$ cat src/rtl/conv_window_gen.sv
// Sliding 5x5 window generator: raster pixel stream in, 25 parallel bytes out.
// Four column-stacked line buffers feed the top four window rows; pix_in feeds the bottom row.
module conv_window_gen #(
    parameter int IMG_W = 32,
    parameter int IMG_H = 32,
    parameter int CW    = 6
) (
    input  logic          clk,
    input  logic          rst,
    input  logic          start,
    input  logic          pix_valid,
    input  logic [7:0]    pix_in,
    output logic          win_valid,
    output logic [199:0]  win_out,
    output logic [CW-1:0] win_row,
    output logic [CW-1:0] win_col,
    output logic          frame_done
);

    localparam int AW = (IMG_W > 1) ? $clog2(IMG_W) : 1;
    localparam logic [CW-1:0] LAST_COL = CW'(IMG_W - 1);
    localparam logic [CW-1:0] LAST_ROW = CW'(IMG_H - 1);
    localparam logic [CW-1:0] EDGE     = CW'(4);

    logic [CW-1:0] row_q, row_d, col_q, col_d;
    logic [CW-1:0] cur_row, cur_col;
    logic [AW-1:0] rd_addr;
    logic          win_fire, last_pix;

    // lb_q[k][x] holds pixel(row-4+k, x) for the column about to be written
    logic [7:0]    lb_q  [4][IMG_W];
    logic [7:0]    win_q [5][5];
    logic [7:0]    win_d [5][5];
    logic [199:0]  win_pack_d;

    logic          valid_q, done_q;
    logic [199:0]  out_q;
    logic [CW-1:0] wrow_q, wcol_q;

    always_comb begin
        cur_row = start ? '0 : row_q;
        cur_col = start ? '0 : col_q;
        rd_addr = cur_col[AW-1:0];
        row_d   = cur_row;
        col_d   = cur_col;
        if (pix_valid) begin
            if (cur_col == LAST_COL) begin
                col_d = '0;
                row_d = (cur_row == LAST_ROW) ? '0 : cur_row + CW'(1);
            end else begin
                col_d = cur_col + CW'(1);
            end
        end
        win_fire = pix_valid && (cur_row >= EDGE) && (cur_col >= EDGE);
        last_pix = (cur_row == LAST_ROW) && (cur_col == LAST_COL);
    end

    always_comb begin
        for (int r = 0; r < 5; r++) begin
            for (int c = 0; c < 5; c++) begin
                win_d[r][c] = win_q[r][c];
            end
        end
        if (pix_valid) begin
            for (int r = 0; r < 5; r++) begin
                for (int c = 0; c < 4; c++) begin
                    win_d[r][c] = win_q[r][c+1];
                end
            end
            for (int r = 0; r < 4; r++) begin
                win_d[r][4] = lb_q[r][rd_addr];
            end
            win_d[4][4] = pix_in;
        end
    end

    always_comb begin
        win_pack_d = '0;
        for (int r = 0; r < 5; r++) begin
            for (int c = 0; c < 5; c++) begin
                win_pack_d[8*(5*r+c) +: 8] = win_d[r][c];
            end
        end
    end

    // Storage is never exposed before being rewritten, so it carries no reset.
    always_ff @(posedge clk) begin
        if (!rst && pix_valid) begin
            for (int k = 0; k < 3; k++) begin
                lb_q[k][rd_addr] <= lb_q[k+1][rd_addr];
            end
            lb_q[3][rd_addr] <= pix_in;
        end
    end

    always_ff @(posedge clk) begin
        if (!rst) begin
            win_q <= win_d;
        end
    end

    always_ff @(posedge clk) begin
        if (rst) begin
            row_q   <= '0;
            col_q   <= '0;
            valid_q <= 1'b0;
            done_q  <= 1'b0;
            out_q   <= '0;
            wrow_q  <= '0;
            wcol_q  <= '0;
        end else begin
            row_q   <= row_d;
            col_q   <= col_d;
            valid_q <= win_fire;
            done_q  <= win_fire && last_pix;
            if (win_fire) begin
                out_q  <= win_pack_d;
                wrow_q <= cur_row - EDGE;
                wcol_q <= cur_col - EDGE;
            end
        end
    end

    assign win_valid  = valid_q;
    assign frame_done = done_q;
    assign win_out    = out_q;
    assign win_row    = wrow_q;
    assign win_col    = wcol_q;

endmodule

$ cat config.mk
export PLATFORM = sky130hd
export DESIGN_NAME = conv_window_gen
export DESIGN_NICKNAME = d
export VERILOG_FILES = /design/src/rtl/conv_window_gen.sv
export SDC_FILE = /design/constraint.sdc
export NUM_CORES = 2
export LEC_CHECK = 0
export CAP_MARGIN = 20
export CORE_ASPECT_RATIO = 1.1
export CORE_UTILIZATION = 30
export DETAILED_ROUTE_END_ITERATION = 7
export PLACE_DENSITY_LB_ADDON = 0.1
export SLEW_MARGIN = 5
export SYNTH_ARGS = -nofsm -noshare
export SYNTH_HDL_FRONTEND = slang
export SYNTH_SLANG_ARGS = --single-unit
$ cat constraint.sdc
create_clock -name clk -period 12.2 [get_ports clk]
set_clock_uncertainty 0.2 [all_clocks]
set_input_delay 2.44 -clock clk [delete_from_list [all_inputs] [get_ports clk]]
set_output_delay 2.44 -clock clk [all_outputs]
set_load 0.03 [all_outputs]
Word level (Yosys, flattened, before mapping)
Memory sizes are Yosys's and may differ from the RTL's.
Index checks and enable logic that the tools add are counted.
- output and inout port bits: 214
- bits in writable memories: 1024
- word-level logic and storage cells: 75
- memories: 1
- flip-flop bits (word level): 426
- magnitude comparators: 4
- equality and inequality tests: 2
- add/sub/neg operators: 4
- mux-type cells: 24
- bitwise gates (word level): 1
- reductions and logical operators: 7
- memory list (name ; depth ; width ; read ports ; clocked after memory_dff ; wr ports ; line ; source):
    lb_q ; 4 ; 256 ; 4 ; 0 ; 4 ; 31 ; logic [7:0] lb_q [4][IMG_W];
- operator list (cell ; number):
    $mux W256 ; 1
    $mux W200 ; 1
    $bmux W8 S5 ; 4
    $mux W8 ; 9
    $mux W6 ; 7
    $demux W8 S5 ; 1
    $add A6 B1 Y6 const B ; 2
    $eq A6 B5 Y1 const B ; 2
    $ge A6 B3 Y1 const B ; 2
    $sub A6 B3 Y6 const B ; 2
    $ge A6 B6 Y1 const B ; 1
    $logic_and A1 B1 Y1 ; 6
    $lt A6 B1 Y1 const B ; 1
    $not A5 Y6 ; 1
    $logic_not A1 Y1 ; 1
    $mux W1 ; 1

Logic depth before layout (Yosys ltp)
- depth in word-level cells: 7
- depth in mapped cells: 13
- gate-level depth less buffers: 8

Least setup slack after synthesis
Ideal clock, no wire load.
- path kind: input port to flip-flop
- from: input rst
- to: register out_q[112] (netlist: win_out[112])
- stages on the path: 5
- path buffers: 2
- required time: 11.904 ns
- arrival: 9.084 ns
- setup slack: 2.820 ns
- library setup time: 0.096 ns
- path through: clkbuf_1 -> inv_1 -> clkbuf_1 -> o21ai_0 -> a21oi_1
- RTL lines (item ; line ; source):
    start, declared ; 9 ; input logic rst,
    end signal, assigned ; 117 ; out_q <= win_pack_d;
    end, declared ; 37 ; logic [199:0] out_q;

==> results_dict.tcl <==
set metrics [dict create \
    clockRootBuffer "clkbuf_16" \
    clkPwrFrac 0.427 \
    synth_top_cell_area_share 0.650 \
    min_path_type "reg2reg" \
    p_sw_uw 2420 \
    p_comb_frac 0.053 \
    power.density_nw_per_um2 159 \
    synth-edff-count 1224 \
    path_cells "buf_6 > nand2b_4 > buf_4 > o221ai_1 > a22o_1 > nor3_2 > inv_1" \
    grt_pass1_wl_um 273000 \
    fmax_ghz 0.159 \
    p_sw_frac 0.227 \
    syn_avg_cell_area_um2 15.0 \
    clock_latency_ns 0.81 \
    relSlewSlack 0.218 \
    wire_per_inst_um 29.8 \
    status "complete, no violations" \
    grt_antenna_before_repair 8 \
    instances_no_fill 6567 \
    detail-route-antenna-nets 0 \
    critPathSlowestCell "nor3_2" \
    cts_tree "built" \
    synth_area_leaders "edfxtp_1 (65%), dfxtp_1 (8.0%), mux2i_1 (4.5%), mux2_2 (3.9%), nand2_1 (3.3%)" \
    drive_gt1_frac 0.146 \
    overflow 0 \
    drtIter0Drc 3247 \
    hold_depth 2 \
    yosys.area.top_type "edfxtp_1" \
    cp-start-kind "input port" \
    layout-area-overhead-vs-synth_pct 17.8 \
    h-tree-depth 4 \
    syn_nets 3793 \
    finalWirelength_um 196000 \
    synth_seq_area_share 0.730 \
    setup_tns_ns 0 \
    fin_util 0.357 \
    async_flop_share 0 \
    reg2reg_depth 8 \
    intPower_uw 8200 \
    power.leakage_uw 0.0208 \
    die_y_um 457 \
    dr.pass1.iters 5 \
    cts_made_buffers 156 \
    slew_violations 0 \
    fin_crit_sh 0.515 \
    via_per_inst 5.26 \
    drv_cap 0 \
    worstPathArrival_ns 6.40 \
    gp_congestion 0.781 \
    rsz0062_at_grt "no" \
    holdWs_ns 0.251 \
    layout.nets 4019 \
    yosys_register_bits 1450 \
    dpl.hpwl_um 113000 \
    timing.final.hold_violations 0 \
    synth_cell_types 77 \
    core_um2 187000 \
    end_kind "register" \
    synth_area_um2 56600 \
    cts_resized 0 \
    port_buffers 225 \
    syn_inst 3779 \
    grt_pass1_vias 33700 \
    worstPathMaxFanout 57 \
    synthFlopType "edfxtp_1" \
    seq_power_share 0.520 \
    ios 226 \
    track_usage 0.202 \
    max_stage_delay_ns 0.82 \
    cts_num_sinks 1450 \
    ir_worst_vdd_uv 152 \
    place_inst 6280 \
    fin_crit_ns 6.28 \
    required_ns 12.32 \
    rows 166 \
    routed-via-count 34500 \
    drc_errors 0 \
    initial_core_util 0.303 \
    cts.hold.buffers_added 0 \
    yosys_warnings 0 \
    setup_viol 0 \
    fp.dieW_um 416 \
    die-area_um2 190000 \
    clkTransAtPathRegs_ns 0.06 \
    grt_max_degree 160 \
    crit_type "in2reg" \
    cts_setup_buffers 0 \
    worst_slew_pin_slew_ns 1.14 \
    ctsLongestPathBuffers 3 \
]
-- state kept, by name, summed over array words and instances, names as in the netlist, 6 cells and up --
name,flops
lb_q,1024
col_q,6
row_q,6
win_out,200
win_col,6
win_q,200
win_row,6
-- worst max-delay path: cells and delay by family --
| kind | cells | cell delay, ns |
|---|---|---|
| and+or+nand+nor | 2 | 1.26 |
| AOI/OAI and AO/OA | 2 | 0.69 |
| buffers and inverters | 3 | 1.88 |
-- through the flow --
step | power, µW | setup WS, ns | cell area (µm²)
floorplan | 5950 | 2.82 | 56600
global placement | 6180 | 5.07 | 61700
detailed placement | 6190 | 4.99 | 61700
CTS | 10700 | 5.87 | 66500
global route | 10900 | 5.88 | 66600
finish | 10600 | 5.92 | 66600
-- power by group through the flow --
stage	combinational [µW]	sequential (µW)	clock, µW
floorplan	343	5610	0
global placement	559	5620	0
detailed placement	566	5620	0
CTS	568	5520	4660
global route	604	5520	4810
finish	567	5520	4540
-- cells by family after synthesis --
logic type,synth area share
XOR/XNOR,0.00155
buffers and inverters,0.0274
AND/OR/NAND/NOR,0.0531
flip-flops,0.730
multiplexers,0.0864
adder cells (fa/ha/maj),0.000442
AO/OA/AOI/OAI,0.101
-- synth_stat cells (33+ instances only) --
master and instances:
o21ai_0 69, nor2_1 107, a22oi_1 113, a211oi_1 33, clkbuf_1 85, o221ai_1 100, buf_2 132, a21oi_1 330
buf_4 36, dfxtp_1 226, edfxtp_1 1224, nand2_1 490, a221oi_1 71, mux2i_1 254, mux2_2 198
-- cell type report --
cell class / instances / area (µm²)
multi-input cells: 2024 / 14100
well taps: 2436 / 3050
diodes: 4 / 10.0
fillers: 17900 / 120000
repair buffers: 344 / 3300
clock inverters: 69 / 526
inverters: 29 / 121
flip-flops and latches: 1450 / 41300
clock buffers: 211 / 4280
-- final timing paths --
check	start	endpoint	slack (ns)
max	start	lb_q[1][120]	5.92
min	win_row[1]	win_row[1]	0.25
max reg2reg	col_q[2]	lb_q[2][150]	7.02
min reg2reg	win_row[1]	win_row[1]	0.25
-- metal layers --
metal / wire length [µm] / vias up / global-route usage
li1: - / 15100 / -
met2: 92900 / 1097 / 0.330
met4: 4000 / 4 / 0.0494
met3: 10600 / 227 / 0.0344
met1: 88200 / 18100 / 0.278
met5: 33 / - / 0
-- layout by cell type, fill, tap and decap left out, drive strengths merged, types with 6 or more instances in the layout --
| cell | instances |
|---|---|
| edfxtp | 1224 |
| nand2 | 490 |
| a21oi | 330 |
| mux2i | 254 |
| dfxtp | 226 |
| clkdlybuf4s50 | 222 |
| clkbuf | 212 |
| mux2 | 198 |
| buf | 121 |
| a22oi | 114 |
| nor2 | 107 |
| o221ai | 100 |
| a221oi | 73 |
| o21ai | 69 |
| clkinv | 58 |
| inv | 36 |
| a211oi | 33 |
| a32oi | 22 |
| and3 | 22 |
| nor3 | 20 |
| o22ai | 19 |
| a22o | 16 |
| o211ai | 14 |
| a31oi | 11 |
| nor2b | 11 |
| a222oi | 10 |
| nand3 | 8 |
| nor4 | 8 |
| a2111oi | 6 |
Note: power is estimated with default switching activity, not from simulation.
